File: config.mk
export PLATFORM = sky130hd
export DESIGN_NAME = dp_ctrl_flat
export DESIGN_NICKNAME = d
export VERILOG_FILES = /design/src/rtl/dp_pkg.sv /design/src/rtl/dp_ctrl_if.sv /design/src/rtl/dp_ctrl_decode.sv /design/src/rtl/dp_ctrl.sv /design/src/flat_wrapper.sv
export SDC_FILE = /design/constraint.sdc
export NUM_CORES = 1
export LEC_CHECK = 0
export CAP_MARGIN = 20
export CORE_MARGIN = 2
export CORE_UTILIZATION = 46
export CTS_CLUSTER_DIAMETER = 120
export DETAILED_ROUTE_END_ITERATION = 10
export DONT_BUFFER_PORTS = 1
export GPL_TIMING_DRIVEN = 0
export RECOVER_POWER = 25
export SKIP_CTS_REPAIR_TIMING = 1
export SYNTH_ARGS = -nofsm -noshare
export SYNTH_HDL_FRONTEND = slang
export SYNTH_HIERARCHICAL = 1
export SYNTH_SLANG_ARGS = --single-unit
File: constraint.sdc
create_clock -name clk -period 4.17 [get_ports clk]
set_input_delay 1.0425 -clock clk [delete_from_list [all_inputs] [get_ports clk]]
set_output_delay 1.0425 -clock clk [all_outputs]
set_load 0.02 [all_outputs]
File: src/rtl/dp_pkg.sv
`default_nettype none
// ---------------------------------------------------------------------------
// dp_pkg : opcodes, state encoding and control-field constants for dp_ctrl
// rev 1.0
// ---------------------------------------------------------------------------
package dp_pkg;

  localparam int SHAMT_W = 3;

  localparam logic [2:0] OP_LDI  = 3'b000;
  localparam logic [2:0] OP_MOV  = 3'b001;
  localparam logic [2:0] OP_XOR  = 3'b010;
  localparam logic [2:0] OP_AND  = 3'b011;
  localparam logic [2:0] OP_SHL  = 3'b100;
  localparam logic [2:0] OP_SHLN = 3'b101;

  typedef enum logic [1:0] {
    ST_IDLE  = 2'd0,
    ST_LOADT = 2'd1,
    ST_SHIFT = 2'd2,
    ST_WB    = 2'd3
  } state_t;

  localparam logic [1:0] SR_IN  = 2'b00;
  localparam logic [1:0] SR_ALU = 2'b01;
  localparam logic [1:0] SR_TMP = 2'b10;

  localparam logic [1:0] ALU_XOR   = 2'b00;
  localparam logic [1:0] ALU_AND   = 2'b01;
  localparam logic [1:0] ALU_SHL   = 2'b10;
  localparam logic [1:0] ALU_PASSB = 2'b11;

  localparam logic [2:0] TSEL_NONE = 3'b000;
  localparam logic [2:0] TSEL_ALU  = 3'b001;
  localparam logic [2:0] TSEL_R0   = 3'b010;
  localparam logic [2:0] TSEL_B    = 3'b100;

  localparam logic [2:0] BSEL_NONE = 3'b000;

  // Register 0 has no B-mux leg, so it maps to "no source" (B reads as zero).
  function automatic logic [2:0] onehot_rs(input logic [1:0] rs);
    case (rs)
      2'd1:    onehot_rs = 3'b001;
      2'd2:    onehot_rs = 3'b010;
      2'd3:    onehot_rs = 3'b100;
      default: onehot_rs = BSEL_NONE;
    endcase
  endfunction

  function automatic logic is_illegal(input logic [2:0] op);
    is_illegal = (op[2:1] == 2'b11);
  endfunction

endpackage
`default_nettype wire

File: src/rtl/dp_ctrl_if.sv
`default_nettype none
// ---------------------------------------------------------------------------
// dp_ctrl_if : issuer handshake plus datapath control bundle for dp_ctrl
// rev 1.0
// ---------------------------------------------------------------------------
interface dp_ctrl_if;
  logic        start;
  logic [11:0] instr;
  logic        busy;
  logic        done;
  logic        err;
  logic [1:0]  sr;
  logic [1:0]  Rn;
  logic        w;
  logic [1:0]  aluop;
  logic        lt;
  logic [2:0]  tsel;
  logic [2:0]  bsel;

  modport master (
    output start, instr,
    input  busy, done, err, sr, Rn, w, aluop, lt, tsel, bsel
  );

  modport slave (
    input  start, instr,
    output busy, done, err, sr, Rn, w, aluop, lt, tsel, bsel
  );
endinterface
`default_nettype wire

File: src/rtl/dp_ctrl_decode.sv
`default_nettype none
// ---------------------------------------------------------------------------
// dp_ctrl_decode : state + latched instruction -> datapath control outputs
// rev 1.0
// ---------------------------------------------------------------------------
module dp_ctrl_decode
  import dp_pkg::*;
(
  input  state_t     state,
  input  logic [2:0] op,
  input  logic [1:0] rd,
  input  logic [1:0] rs,
  input  logic [2:0] shamt,
  output logic       busy,
  output logic       done,
  output logic       err,
  output logic [1:0] sr,
  output logic [1:0] rn,
  output logic       w,
  output logic [1:0] aluop,
  output logic       lt,
  output logic [2:0] tsel,
  output logic [2:0] bsel
);

  always_comb begin
    busy  = (state != ST_IDLE);
    done  = 1'b0;
    err   = 1'b0;
    sr    = SR_IN;
    rn    = 2'b00;
    w     = 1'b0;
    aluop = ALU_XOR;
    lt    = 1'b0;
    tsel  = TSEL_NONE;
    bsel  = BSEL_NONE;

    unique case (state)
      ST_IDLE: ;
      ST_LOADT: begin
        lt = 1'b1;
        // Logic ops keep R0 in tmp; the rs operand arrives later via B.
        if (op == OP_XOR || op == OP_AND) begin
          tsel = TSEL_R0;
        end else if (rs != 2'd0) begin
          tsel = TSEL_B;
          bsel = onehot_rs(rs);
        end else begin
          tsel = TSEL_R0;
        end
      end
      ST_SHIFT: begin
        lt    = 1'b1;
        tsel  = TSEL_ALU;
        aluop = ALU_SHL;
      end
      ST_WB: begin
        done = 1'b1;
        if (is_illegal(op)) begin
          err = 1'b1;
        end else begin
          w  = 1'b1;
          rn = rd;
          case (op)
            OP_LDI: sr = SR_IN;
            OP_MOV: sr = SR_TMP;
            OP_XOR: begin
              sr    = SR_ALU;
              aluop = ALU_XOR;
              bsel  = onehot_rs(rs);
            end
            OP_AND: begin
              sr    = SR_ALU;
              aluop = ALU_AND;
              bsel  = onehot_rs(rs);
            end
            OP_SHL: begin
              sr    = SR_ALU;
              aluop = ALU_SHL;
            end
            OP_SHLN: begin
              // The last shift goes through the ALU on the write itself.
              if (shamt == 3'd0) begin
                sr = SR_TMP;
              end else begin
                sr    = SR_ALU;
                aluop = ALU_SHL;
              end
            end
            default: ;
          endcase
        end
      end
    endcase
  end

endmodule
`default_nettype wire

File: src/rtl/dp_ctrl.sv
`default_nettype none
// ---------------------------------------------------------------------------
// dp_ctrl : multi-cycle FSM sequencing one instruction through tmp-load,
//           iterative shift and register write-back.  rev 1.0
// ---------------------------------------------------------------------------
module dp_ctrl
  import dp_pkg::*;
#(
  parameter int MAX_SHAMT = 7
) (
  input  logic      clk,
  input  logic      reset,
  dp_ctrl_if.slave  bus
);

  localparam int CNT_W = $clog2(MAX_SHAMT + 1);

  state_t             r_state;
  state_t             w_state_nxt;
  logic [11:0]        r_instr;
  logic [11:0]        w_instr_nxt;
  logic [CNT_W-1:0]   r_cnt;
  logic [CNT_W-1:0]   w_cnt_nxt;

  logic [2:0]         w_op;
  logic [1:0]         w_rd;
  logic [1:0]         w_rs;
  logic [SHAMT_W-1:0] w_shamt;
  logic               unused_rsvd;

  assign w_op        = r_instr[11:9];
  assign w_rd        = r_instr[8:7];
  assign w_rs        = r_instr[6:5];
  assign w_shamt     = r_instr[SHAMT_W-1:0];
  assign unused_rsvd = ^r_instr[4:3];

  always_ff @(posedge clk or posedge reset) begin
    if (reset) begin
      r_state <= ST_IDLE;
      r_instr <= 12'd0;
      r_cnt   <= '0;
    end else begin
      r_state <= w_state_nxt;
      r_instr <= w_instr_nxt;
      r_cnt   <= w_cnt_nxt;
    end
  end

  always_comb begin
    w_state_nxt = r_state;
    w_instr_nxt = r_instr;
    w_cnt_nxt   = r_cnt;

    unique case (r_state)
      ST_IDLE: begin
        if (bus.start) begin
          w_instr_nxt = bus.instr;
          if (bus.instr[11:9] == OP_LDI || is_illegal(bus.instr[11:9]))
            w_state_nxt = ST_WB;
          else
            w_state_nxt = ST_LOADT;
        end
      end
      ST_LOADT: begin
        // LOADT already holds the operand; shamt-1 extra shifts remain.
        if (w_op == OP_SHLN && w_shamt >= 3'd2) begin
          w_state_nxt = ST_SHIFT;
          w_cnt_nxt   = CNT_W'(w_shamt) - CNT_W'(1);
        end else begin
          w_state_nxt = ST_WB;
        end
      end
      ST_SHIFT: begin
        w_cnt_nxt = r_cnt - CNT_W'(1);
        if (r_cnt == CNT_W'(1))
          w_state_nxt = ST_WB;
      end
      ST_WB: w_state_nxt = ST_IDLE;
    endcase
  end

  dp_ctrl_decode u_decode (
    .state (r_state),
    .op    (w_op),
    .rd    (w_rd),
    .rs    (w_rs),
    .shamt (w_shamt),
    .busy  (bus.busy),
    .done  (bus.done),
    .err   (bus.err),
    .sr    (bus.sr),
    .rn    (bus.Rn),
    .w     (bus.w),
    .aluop (bus.aluop),
    .lt    (bus.lt),
    .tsel  (bus.tsel),
    .bsel  (bus.bsel)
  );

endmodule
`default_nettype wire
File: src/flat_wrapper.sv
// flat-port wrapper written by rule: the top's interface ports become plain ports
module dp_ctrl_flat import dp_pkg::*;
#(
  parameter int MAX_SHAMT = 7
)
  (clk, reset, bus_start, bus_instr, bus_busy, bus_done, bus_err, bus_sr, bus_Rn, bus_w, bus_aluop, bus_lt, bus_tsel, bus_bsel);
  dp_ctrl_if bus_i ();
  input  logic clk;
  input  logic reset;
  input wire logic [$bits(bus_i.start)-1:0] bus_start;
  input wire logic [$bits(bus_i.instr)-1:0] bus_instr;
  output wire logic [$bits(bus_i.busy)-1:0] bus_busy;
  output wire logic [$bits(bus_i.done)-1:0] bus_done;
  output wire logic [$bits(bus_i.err)-1:0] bus_err;
  output wire logic [$bits(bus_i.sr)-1:0] bus_sr;
  output wire logic [$bits(bus_i.Rn)-1:0] bus_Rn;
  output wire logic [$bits(bus_i.w)-1:0] bus_w;
  output wire logic [$bits(bus_i.aluop)-1:0] bus_aluop;
  output wire logic [$bits(bus_i.lt)-1:0] bus_lt;
  output wire logic [$bits(bus_i.tsel)-1:0] bus_tsel;
  output wire logic [$bits(bus_i.bsel)-1:0] bus_bsel;
  assign bus_i.start = bus_start;
  assign bus_i.instr = bus_instr;
  assign bus_busy = bus_i.busy;
  assign bus_done = bus_i.done;
  assign bus_err = bus_i.err;
  assign bus_sr = bus_i.sr;
  assign bus_Rn = bus_i.Rn;
  assign bus_w = bus_i.w;
  assign bus_aluop = bus_i.aluop;
  assign bus_lt = bus_i.lt;
  assign bus_tsel = bus_i.tsel;
  assign bus_bsel = bus_i.bsel;
  dp_ctrl #(.MAX_SHAMT(MAX_SHAMT)) u_core (.clk(clk), .reset(reset), .bus(bus_i));
endmodule
==> impl_summary.txt <==
----------------------------------------------------
[Pwr]
  Share of total power in sequential cells ... 32.8%
  Clock share of power ... 9.0%
  Leakage dissipation ... 0.503 nW
  Power Internal ... 477 µW
  Peak supply drop ... 0.472 mV
  Total power per unit cell area ... 844 mW/mm²
  Sw Ratio ... 49.9%
  Net switching power ... 476 µW
  Overall power after layout ... 952 µW
  Comb power frac ... 58.2%

[STA]
  Number of pins with negative max-slew slack in the final report ... 0
  Clock skew ... 5.97 ps
  Highest clock rate ... 306 MHz
  Time the worst path needs with I/O delays and setup ... 3260 ps
  Fraction of the cycle the final worst path needs ... 78.2%
  Worst slack on hold paths ... 490 ps
  Setup tns final ... 0 ps
  Worst-margin pin slew ... 824 ps
  Tightest slew margin relative to the limit ... 44.6%
  RSZ-0062 raised after global routing ... no
  Final hold violations ... 0
  Setup-failing EPs final ... 0

[Synth]
  Count of mapped cells out of synthesis ... 106
  Share of synthesized area occupied by flip-flops and latches ... 35.2%
  Count of unique library cells instantiated by Yosys ... 39
  Number of storage elements in the synthesis netlist ... 15
  Warnings, synthesis ... 6
  Number of nets produced by synthesis ... 133
  Share of flip-flops with an asynchronous set or reset ... 100%
  Syn_area_per_cell ... 10.1 µm²
  Primary FF master, synth ... dfrtp_1
  Count of flip-flops with a built-in enable after synthesis ... 0
  Cell area after technology mapping ... 0.00107 mm²

[Setup path]
  Req. time, crit path ... 3130 ps
  Crit-path slowest cell ... a21boi_0
  Crit Path Max Fanout ... 6
  List of cells traversed by the critical path ... ha_1 > a21boi_0 > and2_1
  Type of the setup path with the least slack ... reg2out
  Start of the worst register-to-register path ... u_core/r_state[0]
  Critical path endpoint category ... output pin
  FF-to-FF setup slack ... 2570 ps
  Worst R2R Path Depth ... 5
  R2R Path End ... u_core/r_cnt[2]
  CP Launch Type ... flip-flop
  Longest individual stage delay on the worst path ... 720 ps
  Arrival time at the worst endpoint ... 2220 ps

[Die]
  Overall die height ... 52.1 µm
  Die width ... 52.1 µm
  Core footprint ... 0.00221 mm²
  Full die area ... 0.00272 mm²
  Rows ... 17
  IO Pins ... 32
  Starting density of the core ... 48.2%

[Place]
  Total placed cells including tap cells ... 134
  Post-detailed-placement half-perimeter wirelength ... 1.50 mm
  Final weighted congestion of routability-driven global placement ... 0.825
  Port buffer count ... 0

[Final layout]
  Fillcell total ... 220
  Area growth from synthesis to layout ... 5.87%
  Antenna cell count ... 0
  Fraction of the core area covered by cells at the end of the flow ... 51.0%
  Share of cells above drive strength 1 ... 13.6%
  Final nets ... 138
  Finished Layout Cells ... 138

[Route]
  DRC marker count from the first detailed-route iteration ... 13
  Total wirelength of the detailed-routed design ... 1.96 mm
  Count of TritonRoute iterations in the first routing pass ... 4
  Vias per std cell ... 5.48
  Total via count after detailed routing ... 756
  Average routed wire per standard cell ... 14.2 µm
  Count of unresolved DRC violations after routing ... 0
  Count of antenna-violating nets left after detailed routing ... 0

[CTS]
  Worst-case clock buffer depth ... 2
  Number of buffers inserted during clock tree synthesis ... 3
  CTS Root Buffer Type ... clkbuf_4
  H-tree depth ... 1
  Clock latency on the worst-skew pair ... 290 ps
  Clock slew at the register clock pins of the worst setup and hold paths ... 100 ps
  TritonCTS Sinks ... 15
  CTS tree ... built

[Min path]
  Class of the worst hold path ... reg2reg
  WHS Path Cells ... 1
  HP Start ... u_core/r_instr[7]
  End point of the worst hold path ... u_core/r_instr[7]

[Global route]
  Maximum number of pins on one net before global-route repair ... 16
  Global-route wire length before repair ... 3.19 mm
  Antenna violations before repair ... 0
  Vias in the first global route ... 711
  Total global routing track utilization ... 16.2%
  Total grt overflow ... 0

[Flow run]
  Max-Cap Viols ... 0

[Outcome]
  Outcome ... finished, final reports clean

----------------------------------------------------
-- routing by layer --
metal	vias to the layer above	track usage (%)	wire (µm)	part of all wire, %
li1	381	-	-	-
met1	360	20.1	877	45
met2	13	26.8	976	50
met3	2	5.75	93	4.8
met4	0	3.85	10	0.51
met5	-	0	0	0
-- critical path, delay by kind of cell, from the launching register on --
| family | cells | cell delay (ps) |
|---|---|---|
| AND/OR/NAND/NOR | 1 | 350 |
| flip-flops | 1 | 440 |
| AO/OA/AOI/OAI | 1 | 720 |
| adder cells (fa/ha/maj) | 1 | 420 |
-- registers in the layout, indices dropped and copies added, names as in the netlist --
register / cells
u_core/r_state: 2
u_core/r_cnt: 3
u_core/r_instr: 10
-- logic make-up after synthesis --
family / synth area share, %
xor+xnor: 0.822
mux: 11.5
flops: 35.2
compound gates: 13.6
fa+ha+maj: 14.1
buf+inv: 4.93
simple gates: 19.8
-- cells in the final DEF (no fill, tap or decap), types with 2 or more instances in the layout --
cell and instances:
ha_1 12, nand2b_1 2, mux2_1 9, a21oi_2 2, nor2_1 6, clkbuf_4 3
nor3_1 5, inv_1 12, dfrtp_1 15, nor3b_1 2, and2_1 2, nand2_1 7
o22ai_1 3, o21ai_1 3
-- layout make-up --
| type | count | area (µm²) | area share [%] |
|---|---|---|---|
| tap | 28 | 35.0 | 3.10 |
| sequential | 15 | 375 | 33.3 |
| clock inverter | 1 | 5.00 | 0.443 |
| multi-input combinational | 78 | 638 | 56.5 |
| clock buffer | 3 | 22.5 | 2.00 |
| buffer | 1 | 7.51 | 0.665 |
| inverter | 12 | 45.0 | 3.99 |
-- per-stage QoR --
stage	setup WS, ps	instance area (µm²)
after global placement	1220	1100
final	907	1130
after detailed placement	1210	1100
after global routing	785	1130
after floorplan	1410	1070
after CTS	863	1130
-- synth_stat cells (2+ instances only) --
cell type / instances / share of area, %
o21ai_1: 3 / 1.4
ha_1: 12 / 14
dfrtp_1: 15 / 35
nand2b_1: 2 / 1.2
nor2_1: 6 / 2.1
and2_1: 2 / 1.2
nand2_1: 7 / 2.5
nor3_1: 5 / 2.3
mux2_1: 9 / 9.5
o22ai_1: 3 / 1.8
a21oi_2: 2 / 1.6
inv_1: 12 / 4.2
nor3b_1: 2 / 1.4
-- power by group through the flow --
stage / clock [mW] / sequential [mW] / combinational [mW]
finish: 0.0859 / 0.312 / 0.554
CTS: 0.0907 / 0.313 / 0.562
detailed placement: 0 / 0.317 / 0.558
floorplan: 0 / 0.292 / 0.487
global route: 0.0945 / 0.329 / 0.621
global placement: 0 / 0.313 / 0.546
-- how the worst max path moves through the flow --
stage	start	to	cells past startpoint
finish	u_core/r_state[1]	bus_Rn[0]	3
global route	u_core/r_state[0]	bus_Rn[0]	3
CTS	u_core/r_state[1]	bus_Rn[0]	3
detailed placement	u_core/r_state[1]	bus_Rn[0]	3
global placement	u_core/r_state[1]	bus_Rn[0]	3
floorplan	u_core/r_state[1]	bus_Rn[0]	3
Note: power is estimated with default switching activity, not from simulation.
